[src/rtl/fetch_unit.sv]
// fetch_unit: instruction fetch stage feeding the register file / decode stage.
// It holds the PC, fetches 32-bit words over a req/ack handshake and presents one
// instruction at a time with its PC and the ARM-visible R15 value (PC+8).
// Branch redirects take priority and can discard an in-flight fetch.
//
// Ports:
//   clk_i, rst_i             clock (rising edge), asynchronous active-high reset
//   imem_req_o/addr_o        fetch request and address
//   imem_ack_i/rdata_i       memory completion and instruction word
//   instr_o/instr_valid_o    instruction presented to decode
//   id_ready_i               decode accepts the instruction
//   pc_out_o, r15_o          address of instr_o and that address + 8
//   branch_taken_i/target_i  redirect request and target (bits [1:0] forced 0)
//   fetch_count_o, kill_count_o   only when FETCH_STATS_EN is defined
//
// Optional feature macro: FETCH_STATS_EN adds transfer and discard counters.

module fetch_unit #(
   parameter int unsigned          ADDR_W   = 32,
   parameter logic [ADDR_W-1:0]    RESET_PC = '0
) (
   input  logic              clk_i,
   input  logic              rst_i,
   output logic              imem_req_o,
   output logic [ADDR_W-1:0] imem_addr_o,
   input  logic              imem_ack_i,
   input  logic [31:0]       imem_rdata_i,
   output logic [31:0]       instr_o,
   output logic              instr_valid_o,
   input  logic              id_ready_i,
   output logic [ADDR_W-1:0] pc_out_o,
   output logic [ADDR_W-1:0] r15_o,
`ifdef FETCH_STATS_EN
   output logic [31:0]       fetch_count_o,
   output logic [31:0]       kill_count_o,
`endif
   input  logic              branch_taken_i,
   input  logic [ADDR_W-1:0] branch_target_i
);

   typedef enum logic [1:0] {StBoot, StFetch, StHold} state_e;

   state_e            state_q, state_d;
   logic [ADDR_W-1:0] pc_q, pc_d;
   logic [ADDR_W-1:0] addr_q, addr_d;
   logic [31:0]       instr_q, instr_d;
   logic              valid_q, valid_d;
   logic [ADDR_W-1:0] pc_out_q, pc_out_d;
   logic [ADDR_W-1:0] r15_q, r15_d;
   logic              kill_q, kill_d;
   logic [ADDR_W-1:0] target;

   assign target = {branch_target_i[ADDR_W-1:2], 2'b00};

   always_ff @(posedge clk_i or posedge rst_i) begin
      if (rst_i) begin
         state_q  <= StBoot;
         pc_q     <= RESET_PC;
         addr_q   <= RESET_PC;
         instr_q  <= '0;
         valid_q  <= 1'b0;
         pc_out_q <= '0;
         r15_q    <= ADDR_W'(8);
         kill_q   <= 1'b0;
      end else begin
         state_q  <= state_d;
         pc_q     <= pc_d;
         addr_q   <= addr_d;
         instr_q  <= instr_d;
         valid_q  <= valid_d;
         pc_out_q <= pc_out_d;
         r15_q    <= r15_d;
         kill_q   <= kill_d;
      end
   end

   always_comb begin
      state_d  = state_q;
      pc_d     = pc_q;
      addr_d   = addr_q;
      instr_d  = instr_q;
      valid_d  = valid_q;
      pc_out_d = pc_out_q;
      r15_d    = r15_q;
      kill_d   = kill_q;
      unique case (state_q)
         StBoot: begin
            state_d = StFetch;
            if (branch_taken_i) begin
               pc_d   = target;
               addr_d = target;
            end
         end
         StFetch: begin
            if (branch_taken_i) begin
               pc_d = target;
               if (imem_ack_i) begin
                  addr_d = target;
                  kill_d = 1'b0;
               end else begin
                  // Outstanding request must complete at its original address.
                  kill_d = 1'b1;
               end
            end else if (imem_ack_i) begin
               if (kill_q) begin
                  kill_d = 1'b0;
                  addr_d = pc_q;
               end else begin
                  instr_d  = imem_rdata_i;
                  pc_out_d = addr_q;
                  r15_d    = addr_q + ADDR_W'(8);
                  valid_d  = 1'b1;
                  pc_d     = addr_q + ADDR_W'(4);
                  state_d  = StHold;
               end
            end
         end
         StHold: begin
            if (branch_taken_i) begin
               valid_d = 1'b0;
               pc_d    = target;
               addr_d  = target;
               state_d = StFetch;
            end else if (id_ready_i) begin
               valid_d = 1'b0;
               addr_d  = pc_q;
               state_d = StFetch;
            end
         end
         default: state_d = StBoot;
      endcase
   end

   assign imem_req_o    = (state_q == StFetch);
   assign imem_addr_o   = addr_q;
   assign instr_o       = instr_q;
   assign instr_valid_o = valid_q;
   assign pc_out_o      = pc_out_q;
   assign r15_o         = r15_q;

`ifdef FETCH_STATS_EN
   logic        fetch_inc, kill_inc;
   logic [31:0] fetch_cnt_q, kill_cnt_q;

   assign fetch_inc = (state_q == StHold) && id_ready_i && !branch_taken_i;
   // Discarded acks (stale or redirected) and squashed held instructions.
   assign kill_inc  = ((state_q == StFetch) && imem_ack_i && (kill_q || branch_taken_i)) ||
                      ((state_q == StHold) && branch_taken_i);

   always_ff @(posedge clk_i or posedge rst_i) begin
      if (rst_i) begin
         fetch_cnt_q <= '0;
         kill_cnt_q  <= '0;
      end else begin
         if (fetch_inc) fetch_cnt_q <= fetch_cnt_q + 32'd1;
         if (kill_inc)  kill_cnt_q  <= kill_cnt_q + 32'd1;
      end
   end

   assign fetch_count_o = fetch_cnt_q;
   assign kill_count_o  = kill_cnt_q;
`endif

endmodule

[config.mk]
export PLATFORM = sky130hd
export DESIGN_NAME = fetch_unit
export DESIGN_NICKNAME = d
export VERILOG_FILES = /design/src/rtl/fetch_unit.sv
export SDC_FILE = /design/constraint.sdc
export NUM_CORES = 1
export LEC_CHECK = 0
export CORE_MARGIN = 2
export CORE_UTILIZATION = 50
export CTS_CLUSTER_DIAMETER = 100
export DETAILED_ROUTE_END_ITERATION = 8
export PLACE_DENSITY = 0.89
export SLEW_MARGIN = 20
export SYNTH_ARGS = -nofsm -noshare
export SYNTH_HDL_FRONTEND = slang
export SYNTH_SLANG_ARGS = --single-unit
[constraint.sdc]
create_clock -name clk_i -period 7.1 [get_ports clk_i]
set_input_delay 1.42 -clock clk_i [delete_from_list [all_inputs] [get_ports clk_i]]
set_output_delay 1.42 -clock clk_i [all_outputs]
set_load 0.02 [all_outputs]
; ---- After elaboration in Yosys (flattened, before gate mapping)
; Index checks and enable logic that the tools add are counted.
[op_classes]
eq_ne = 11
n_bitwise = 2
reduce_logical = 12
addsub = 2
n_mux = 27
[ops]
columns = cell, n
row1 = 32-bit 2-to-1 mux, 10
row2 = 32-bit one-hot mux with 3 select lines, 1
row3 = 32-bit one-hot mux with 2 select lines, 1
row4 = "32-bit by 3-bit adder with 32-bit output, second input constant", 1
row5 = "32-bit by 4-bit adder with 32-bit output, second input constant", 1
row6 = 4-bit AND reduction, 3
row7 = 2-bit 2-to-1 mux, 5
row8 = 5-bit AND reduction, 2
row9 = 1-bit 2-to-1 mux, 8
row10 = "2-bit inequality test, second input constant", 3
row11 = "3-bit by 1-bit inequality test with 1-bit output, second input constant", 2
row12 = "3-bit inequality test, second input constant", 2
row13 = 2-bit one-hot mux with 3 select lines, 1
row14 = 2-bit nonzero test, 3
row15 = "2-bit by 1-bit inequality test with 1-bit output, second input constant", 2
row16 = 3-bit nonzero test, 1
row17 = "2-bit by 1-bit equality test with 1-bit output, second input constant", 1
row18 = "2-bit equality test, second input constant", 1
row19 = 2-bit zero test, 1
row20 = 1-bit inverter, 2
row21 = 1-bit one-hot mux with 2 select lines, 1
row22 = 2-bit AND reduction, 1
row23 = 2-bit OR reduction, 1
[word_totals]
elab_cells = 62
out_inout_bits = 130
regBits = 164

; ---- Longest topological paths before layout
; Gate-level depths: netlist (run 1).
[logic_depth]
ltp_word = 5
mapped_depth = 8
mapped_depth_nobuf = 7

; ---- Worst setup path after synthesis (run 1)
; No wires, ideal clock.
[synth_timing]
path_kind = input to register
startpoint = in branch_taken_i
endpoint = reg instr_q[0], in the netlist instr_o[0]
t_arrival_ns = 2.587
setup_ns = 0.125
cell_stages = 5
slack_ns = 4.388
t_required_ns = 6.975
path_cell_list = buf_4 > nor3b_1 > buf_2 > buf_2 > mux2_2
[synth_between]
elab_chain_cells = 2
[synth_lines]
columns = element, line
row1 = "start, declared", 37  ; input logic branch_taken_i,
row2 = 1-bit inverter (no source line), --
row3 = 4-bit AND reduction (no source line), --
row4 = "end signal, assigned", 69  ; instr_q <= instr_d;
row5 = "end, declared", 46  ; logic [31:0] instr_q, instr_d;
; No other way between the ends.
; A chain may end at the register's enable or synchronous reset.

; ---- Final worst setup path (run 1)
[layout_timing]
startpoint = in branch_taken_i
endpoint = reg pc_q[22]
[layout_between]
elab_chain_cells = 2
word_cells_on_any_way = 6
classes_between = eq/ne: 3 / mux: 2 / reduce/logical: 1
[layout_lines]
columns = element, line
row1 = 3-bit inequality test (no source line) (tied with other cells), --
row2 = 4-bit AND reduction (no source line) / 32-bit one-hot mux with 2 select lines (equally long branches), --
row3 = "end signal, assigned", 67  ; pc_q <= pc_d;
row4 = "end, declared", 44  ; logic [ADDR_W-1:0] pc_q, pc_d;
; Parallel ways exist; a longest one is shown, timed or not.

==> flow_summary.json, run 1 <==
{
  "maxCapViolCount": 0,
  "detail_route.wl_per_cell_um": 17.2,
  "synthDistinctLibCells": 45,
  "cts_setup_buffers": 0,
  "synth_simple_gate_area_share_pct": 13.9,
  "fin_skew_ps": 7.71,
  "syn_area_per_cell_um2": 10.8,
  "leakage_nw": 4.22,
  "fp.dieW_um": 129,
  "ys_seq_area_share_pct": 51.4,
  "start_kind": "input port",
  "route.detailed.drc": 0,
  "fin_crit_sh_pct": 54.1,
  "use_met2_pct": 36.6,
  "hold_class": "flip-flop to flip-flop",
  "final_layout_size_suffix_gt1_share_pct": 14.2,
  "fin_crit_ps": 3840,
  "synth_nets": 804,
  "rsz0062_at_grt": "no",
  "vias_per_cell": 5.44,
  "clock_latency_ps": 420,
  "slew_headroom_pct": 37.6,
  "n_fill_cell": 1108,
  "tightest_slew_ps": 936,
  "power_frac_clock_pct": 18.3,
  "cts_tree": "done",
  "seq_area_um2": 4030,
  "clock-sinks": 161,
  "syn_area_um2": 7840,
  "nNetsFinal": 960,
  "portBuffers": 196,
  "critPathRequiredTime_ps": 7360,
  "muxShareOfSynthArea_pct": 14.0,
  "drtPass1Iterations": 5,
  "dp_slack_ps": 2820,
  "p_per_area_nw_per_um2": 495,
  "grt_overflow_total": 0,
  "clk_pin_slew_ps": 60,
  "syn2layout_area_growth_pct": 32.5,
  "busiest_layer": "met2",
  "p_switching_mw": 2.06,
  "yosysWarningCount": 0,
  "core.rowCount": 45,
  "finalHoldViolations": 0,
  "core_area_um2": 15300,
  "grt_util_met3_pct": 6.40,
  "cp-end-kind": "flip-flop",
  "die_y_um": 129,
  "crit_chain": "clkdlybuf4s50_1, nor2b_1, a221o_2, buf_4, nand2b_1, o221ai_1",
  "synth-seq-cells": 161,
  "critPathTopFamily": "buffers and inverters",
  "clock.fmax_ghz": 0.260,
  "synthXorXnorAreaFrac_pct": 5.92,
  "multi_input_area_um2": 3440,
  "gp_congestion": 0.900,
  "p_int_mw": 3.08,
  "grt_max_degree": 95,
  "crit_buf_inv": 2,
  "fin_cells": 1108,
  "synth_top_family_by_area": "multiplexers",
  "synth_top_area_share_pct": 51.1,
  "path_max_fanout": 67,
  "cp.arrival_ps": 4100,
  "slowest_delay_ps": 810,
  "start_util_pct": 51.4,
  "num_vias": 6033,
  "ctsResizeCount": 0,
  "cts_hold_buf": 0,
  "grtUsageMet1_pct": 32.0,
  "antenna_found_initial": 1,
  "diodes": 0,
  "tritoncts.num_buffers": 17,
  "clock_tree.root_cell": "clkbuf_16",
  "cpMaxStageDelayCell": "nand2b_1",
  "hpwl_um": 13100,
  "peakVddDrop_v": 0.000259,
  "postRouteAntennaNets": 0,
  "finalSetupViolCount": 0,
  "syn_inst": 728,
  "synthAdderAreaFrac_pct": 1.12,
  "grt_first_pass_wirelength_um": 30900,
  "yosys.area.top_type": "dfrtp_1",
  "drt_iter0_markers": 493,
  "h-tree-depth": 4,
  "placedCellCount": 1076,
  "grt_usage_pct": 23.7,
  "combinationalPowerShare_pct": 46.3,
  "p_seq_share_pct": 35.4,
  "die-area_um2": 16700,
  "power_mw": 5.14,
  "p_sw_share_pct": 40.2,
  "hold_ws_ps": 474,
  "status": "completed",
  "grt_pass1_vias": 5960,
  "wl_um": 19000,
  "setup_slack_ps": 3260,
  "synthTopCellsByArea": "dfrtp_1, mux2_2, nand2_1",
  "slew_viol_final": 0,
  "ioPinCount": 199,
  "synth-compound-area-share_pct": 8.65,
  "clk_path_buf_depth": 2,
  "tns_ps": 0,
  "crit_type": "input port to flip-flop"
}
-- Yosys cell counts, drive strengths merged --
master and number:
a2111oi 1, a21o 1, a21oi 36, a221o 1, a221oi 1, a31oi 1
and4 3, buf 47, clkbuf 18, dfrtp 160, dfstp 1, ha 7
inv 9, mux2 66, mux2i 35, nand2 118, nand2b 2, nand3 13
nand4 15, nor2 46, nor2b 2, nor3 13, nor3b 1, nor4 7
o21ai 48, o221ai 19, o311ai 1, o31a 1, o31ai 1, or3 1
xnor2 19, xor2 34
-- power groups by stage --
| stage | Clock, mW | Sequential, mW | Combinational, mW |
|---|---|---|---|
| floorplan | 0 | 2.02 | 1.22 |
| global placement | 0 | 1.79 | 2.32 |
| detailed placement | 0 | 1.82 | 2.38 |
| CTS | 0.955 | 1.81 | 2.40 |
| global route | 0.995 | 1.88 | 2.58 |
| finish | 0.941 | 1.82 | 2.38 |
-- kinds of logic (layout without fill, tap and decap cells) --
family                     Yosys count  count (layout)
and+or+nand+nor                    221             221
DFF                                161             161
AOI/OAI and AO/OA                  111             111
muxes                              101             101
buffers and inverters               74             243
xor gates and xnor gates            53              53
adders and majority gates            7               7
-- worst min-delay path, cell delays in order, from the launching register on --
cell     delay, ps
dfstp_2        370
inv_1           40
mux2i_1         60
-- final timing paths --
path                                startpoint           end  slack (ps)  cells after the start
worst max-delay path            branch_taken_i      pc_q[22]        3260                      6
worst min-delay path                  r15_o[3]      r15_o[3]         470                      2
worst max register to register      state_q[1]      pc_q[22]        4110                      7
worst min register to register        r15_o[3]      r15_o[3]         470                      2
max in group asynchronous                rst_i  pc_out_o[22]        4130                      3
min in group asynchronous                rst_i    instr_o[8]        1540                      2
-- placed cells by master, fill, tap and decap left out, types with 3 or more instances in the layout --
cell and instances:
clkinv_2 4, nand2_1 116, o221ai_2 4, xor2_1 34, mux2_2 66, o21ai_0 47
nor3_1 11, dfrtp_1 160, nand3_1 11, ha_1 7, clkinvlp_4 3, clkdlybuf4s50_1 196
bufinv_16 3, clkbuf_16 17, and4_1 3, nand4_1 13, nor2_1 46, inv_1 8
clkbuf_8 3, xnor2_1 19, buf_4 6, nor4_4 5, a21oi_1 36, o221ai_1 15
mux2i_1 35
-- metal layers --
layer	part of all wire, %	vias up
met4	2.5	2
met3	8.6	35
met1	42	2912
met2	46	266
li1	-	2818
met5	0.053	-
-- registers in the layout, indices dropped and copies added (netlist names) --
signal,flops
pc_out_o,32
imem_addr_o,32
instr_o,32
r15_o,29
instr_valid_o,1
kill_q,1
pc_q,32
state_q,2
-- cell type report --
cell class,instances,share of cell area (%)
clock inverter,10,1.28
timing repair buffer,202,19.3
tap,211,2.54
multi-input combinational,493,33.1
inverter,9,0.373
sequential,161,38.8
clock buffer,22,4.57
-- per-stage QoR --
| step | util (%) | instance area, µm² |
|---|---|---|
| 6_report | 68.1 | 10400 |
| 5_1_grt | 68.1 | 10400 |
| 4_1_cts | 68.1 | 10400 |
| 3_5_place_dp | 64.1 | 9780 |
| 3_3_place_gp | 64.1 | 9780 |
| 2_1_floorplan | - | 7840 |
Note: power is estimated with default switching activity, not from simulation.
==> run 2, diff against run 1 <==
- CORE_UTILIZATION: 50 -> 45
- PLACE_DENSITY: 0.89 -> 0.85
- clock period: 7.1 -> 3.08 ns (I/O delays scaled with it)
==> run 2 against run 1 <==
Against the previous run: cell count is 2.3% higher; largest cell class unchanged; critical path depth fell by 3; sequential share of layout area down 0.69 points; critical endpoint is now imem_req_o.
==> flow_summary.json, run 2 (synthesized netlist as in run 1, its figures left out) <==
{
  "grt_first_pass_wirelength_um": 32000,
  "fp.dieW_um": 136,
  "cts_tree": "done",
  "setup_slack_ps": 545,
  "tritoncts.num_buffers": 17,
  "peakVddDrop_v": 0.000526,
  "tns_ps": 0,
  "cp.arrival_ps": 1920,
  "reg2reg_from": "imem_addr_o[2]",
  "num_vias": 6111,
  "syn2layout_area_growth_pct": 34.9,
  "reg2regPathDepth": 6,
  "diodes": 0,
  "gp_congestion": 0.856,
  "grt_util_met3_pct": 6.86,
  "final_util_pct": 61.6,
  "p_per_area_nw_per_um2": 1130,
  "rsz0062_at_grt": "no",
  "start_kind": "flip-flop",
  "start_util_pct": 45.6,
  "drt_iter0_markers": 533,
  "clock_tree.root_cell": "clkbuf_16",
  "clock-sinks": 161,
  "fin_crit_sh_pct": 82.3,
  "core.rowCount": 48,
  "route.detailed.drc": 0,
  "slew_headroom_pct": 50.9,
  "detail_route.wl_per_cell_um": 17.7,
  "rr_endpoint": "pc_q[30]",
  "ctsResizeCount": 0,
  "hold_path.startpoint": "r15_o[3]",
  "cp-end-kind": "output pin",
  "regToRegSetupSlack_ps": 710,
  "grt_overflow_total": 0,
  "nNetsFinal": 971,
  "clk_path_buf_depth": 2,
  "finalSetupViolCount": 0,
  "h-tree-depth": 4,
  "tightest_slew_ps": 736,
  "crit_type": "flip-flop to output pin",
  "clock_latency_ps": 420,
  "fin_crit_ps": 2540,
  "cts_hold_buf": 0,
  "fin_skew_ps": 4.76,
  "clk_pin_slew_ps": 60,
  "postRouteAntennaNets": 0,
  "layout_common_cells": "clkdlybuf4s50_1, dfrtp_1, nand2_1, mux2_2, o21ai_0",
  "die-area_um2": 18500,
  "p_sw_share_pct": 40.4,
  "maxCapViolCount": 0,
  "hpwl_um": 14000,
  "path_max_fanout": 8,
  "antenna_found_initial": 2,
  "leakage_nw": 4.29,
  "final_layout_size_suffix_gt1_share_pct": 15.3,
  "clock.fmax_ghz": 0.394,
  "grt_max_degree": 103,
  "dp_slack_ps": 488,
  "cts_setup_buffers": 0,
  "p_seq_share_pct": 35.1,
  "whs_endpoint": "r15_o[3]",
  "wl_um": 20100,
  "combinationalPowerShare_pct": 46.4,
  "grt_usage_pct": 22.3,
  "power_mw": 12.0,
  "critPathRequiredTime_ps": 2460,
  "p_int_mw": 7.14,
  "grtUsageMet1_pct": 29.1,
  "status": "completed",
  "core_area_um2": 17200,
  "die_y_um": 136,
  "finalHoldViolations": 0,
  "use_met2_pct": 34.2,
  "final_common_cell": "clkdlybuf4s50_1",
  "min_path_cells": 2,
  "power_frac_clock_pct": 18.4,
  "vias_per_cell": 5.39,
  "slew_viol_final": 0,
  "grt_pass1_vias": 5978,
  "portBuffers": 196,
  "drtPass1Iterations": 6,
  "p_switching_mw": 4.84,
  "ioPinCount": 199,
  "hold_class": "flip-flop to flip-flop",
  "busiest_layer": "met2"
}
-- run 2: cell count changes in the layout (fill, tap and decap cells not counted), sizes merged --
| cell | delta |
|---|---|
| clkinvlp | +2 |
| buf | +11 |
| clkbuf | -2 |
-- run 2: critical path: stages, from the launching register on --
cell and delay (ps):
dfrtp_1 410, inv_1 120, ha_1 290, clkdlybuf4s50_1 670
-- run 2: area by class of cell --
type | count | area (µm²)
clock inverters | 12 | 156
clock buffers | 20 | 467
fillers | 1389 | 6600
repair buffers | 213 | 2160
multi-input cells | 493 | 3440
flip-flops and latches | 161 | 4030
inverters | 9 | 37.5
well taps | 225 | 282
-- run 2: worst max-delay path by stage --
stage                     startpoint              to  slack, ps
after global routing      state_q[1]      imem_req_o        440
after CTS                 state_q[1]      imem_req_o        510
final                     state_q[1]      imem_req_o        540
after floorplan                rst_i  imem_addr_o[0]        420
after detailed placement  imem_ack_i     pc_out_o[9]        490
after global placement    imem_ack_i     pc_out_o[9]        540
-- run 2: per-stage QoR --
stage	area (µm²)	hold slack [ps]	cells
final	10600	474	1133
after global routing	10600	507	1133
after CTS	10600	476	1133
after detailed placement	9950	470	1101
after global placement	9950	459	1101
after floorplan	7840	448	728
-- run 2: layer usage --
metal,routed length (µm),share of wire (%)
met3,1660,8.3
met4,643,3.2
met1,8410,42
met2,9320,46
met5,27,0.13
-- run 2: power by group through the flow --
stage / logic [mW] / clock network (mW) / registers, mW
after floorplan: 2.81 / 0 / 4.65
after global placement: 5.44 / 0 / 4.16
after detailed placement: 5.57 / 0 / 4.22
after CTS: 5.61 / 2.25 / 4.20
after global routing: 6.01 / 2.34 / 4.35
final: 5.56 / 2.21 / 4.21
==> run 3, diff against run 2 <==
- clock period: 3.08 -> 2.3 ns (I/O delays scaled with it)
==> run 3 against run 2 <==
Against the previous run: largest power group unchanged; die area stayed put; total power is 39% higher; worst setup slack worse by 450 ps; routed wire length is 2.8% higher; sequential power is 27% higher; register-to-register slack worse by 590 ps; highest routed layer unchanged; combinational power is 47% higher; global-route usage is 0.65 points higher; core utilization is 1.5 points higher; cell count is 2.5% higher; sequential share of layout area is 0.92 points lower; non-clock buffer count is 28 higher.
==> flow_summary.json, run 3 (synthesized netlist as in run 1, its figures left out) <==
{
  "vias_per_cell": 5.41,
  "fp.dieW_um": 136,
  "diodes": 0,
  "met3_length_um": 1600,
  "drt_iter0_markers": 440,
  "fin_crit_sh_pct": 96.0,
  "grt_first_pass_wirelength_um": 32600,
  "power_mw": 16.6,
  "wl_met2_um": 9980,
  "peakVddDrop_v": 0.000729,
  "tightest_slew_ps": 549,
  "maxCapViolCount": 0,
  "cp-end-kind": "output pin",
  "hpwl_um": 14700,
  "grt_pass1_vias": 6184,
  "ioPinCount": 199,
  "start_util_pct": 45.6,
  "p_switching_mw": 6.62,
  "cts_hold_buf": 0,
  "p_per_area_nw_per_um2": 1530,
  "n_fill_cell": 1364,
  "critPathRequiredTime_ps": 1840,
  "seq_area_um2": 4030,
  "grt_max_degree": 65,
  "portBuffers": 196,
  "die_y_um": 136,
  "crit_chain": "clkdlybuf4s50_1",
  "core_area_um2": 17200,
  "slew_headroom_pct": 63.1,
  "final_area_um2": 10800,
  "h-tree-depth": 4,
  "combinationalPowerShare_pct": 49.2,
  "p_sw_share_pct": 39.8,
  "slew_viol_final": 0,
  "nNetsFinal": 999,
  "hold_class": "input port to asynchronous set/reset pin",
  "postRouteAntennaNets": 0,
  "crit_buf_inv": 1,
  "regToRegSetupSlack_ps": 120,
  "power_frac_clock_pct": 18.7,
  "highest_layer": "met5",
  "postPlaceCellArea_um2": 10200,
  "tritoncts.num_buffers": 17,
  "route.detailed.drc": 0,
  "crit_type": "flip-flop to output pin",
  "layout_common_cells": "clkdlybuf4s50_1, dfrtp_1, nand2_1, mux2_2, o21ai_0",
  "syn2layout_area_growth_pct": 38.3,
  "final_common_cell": "clkdlybuf4s50_1",
  "rsz0062_at_grt": "no",
  "grt_overflow_total": 0,
  "final_layout_size_suffix_gt1_share_pct": 17.8,
  "gp_congestion": 0.861,
  "cts_tree": "done",
  "finalHoldViolations": 0,
  "status": "completed",
  "p_int_mw": 10.0,
  "wl_um": 20600,
  "path_max_fanout": 11,
  "leakage_nw": 4.46,
  "grt_usage_pct": 23.0,
  "num_vias": 6282,
  "wl_met1_um": 8360,
  "antenna_found_initial": 2,
  "fin_crit_ps": 2210,
  "fin_skew_ps": 6.79,
  "p_seq_share_pct": 32.1,
  "final_util_pct": 63.1,
  "cpMaxStageDelayCell": "clkdlybuf4s50_1",
  "clk_pin_slew_ps": 60,
  "cp.arrival_ps": 1750,
  "drtPass1Iterations": 5,
  "slowest_delay_ps": 690,
  "multi_input_area_um2": 3440,
  "detail_route.wl_per_cell_um": 17.8,
  "tns_ps": 0,
  "clock_tree.root_cell": "clkbuf_16",
  "start_kind": "flip-flop",
  "clock-sinks": 161,
  "core.rowCount": 48,
  "finalSetupViolCount": 0,
  "die-area_um2": 18500,
  "clock.fmax_ghz": 0.453,
  "clock_latency_ps": 430,
  "clk_path_buf_depth": 2,
  "critPathTopFamily": "buffers and inverters"
}
[run 3: timing repair]
item,CTS,global route
gates resized for setup,1,0
setup buffers,0,0
endpoints found under the setup margin,1,0
[run 3: final timing paths]
path,startpoint,endpoint,cells past startpoint
worst max-delay path,imem_addr_o[20],imem_addr_o[20],1
worst min-delay path,rst_i,pc_q[0],2
worst max register to register,imem_addr_o[3],pc_q[27],6
worst min register to register,r15_o[3],r15_o[3],2
max in group asynchronous,rst_i,instr_o[8],3
min in group clk_i,r15_o[3],r15_o[3],2
[run 3: layer usage]
layer,global-route usage (%),vias up
met5,0,-
met3,7.16,51
met4,10.8,4
met1,29.2,3060
met2,35.9,271
li1,-,2896
[run 3: layout make-up]
class / count / area share, %
inverter: 9 / 0.346
timing repair buffer: 241 / 22.1
tap: 225 / 2.60
multi-input combinational: 493 / 31.7
sequential: 161 / 37.2
clock inverter: 14 / 1.96
clock buffer: 18 / 4.05
[run 3: worst reg2reg max path, stage by stage (launching register included)]
cell and delay [ps]:
dfrtp_1 510, ha_1 310, nand3_2 150, nor4_4 490, nand3_1 240, xor2_1 260, o221ai_2 120
[run 3: through the flow]
| stage | hold WS, ps | std cells | setup WS (ps) |
|---|---|---|---|
| after floorplan | 448 | 728 | -202 |
| after global placement | 460 | 1129 | 128 |
| after detailed placement | 473 | 1129 | 74.5 |
| after CTS | 309 | 1161 | 86.7 |
| after global routing | 321 | 1161 | 41.0 |
| final | 318 | 1161 | 91.9 |
[run 3: power groups by stage]
stage	Clock, mW	Combinational (mW)	Sequential (mW)
after floorplan	0	3.76	6.23
after global placement	0	7.97	5.26
after detailed placement	0	8.16	5.34
after CTS	3.17	8.22	5.31
after global routing	3.31	8.79	5.50
final	3.12	8.18	5.34
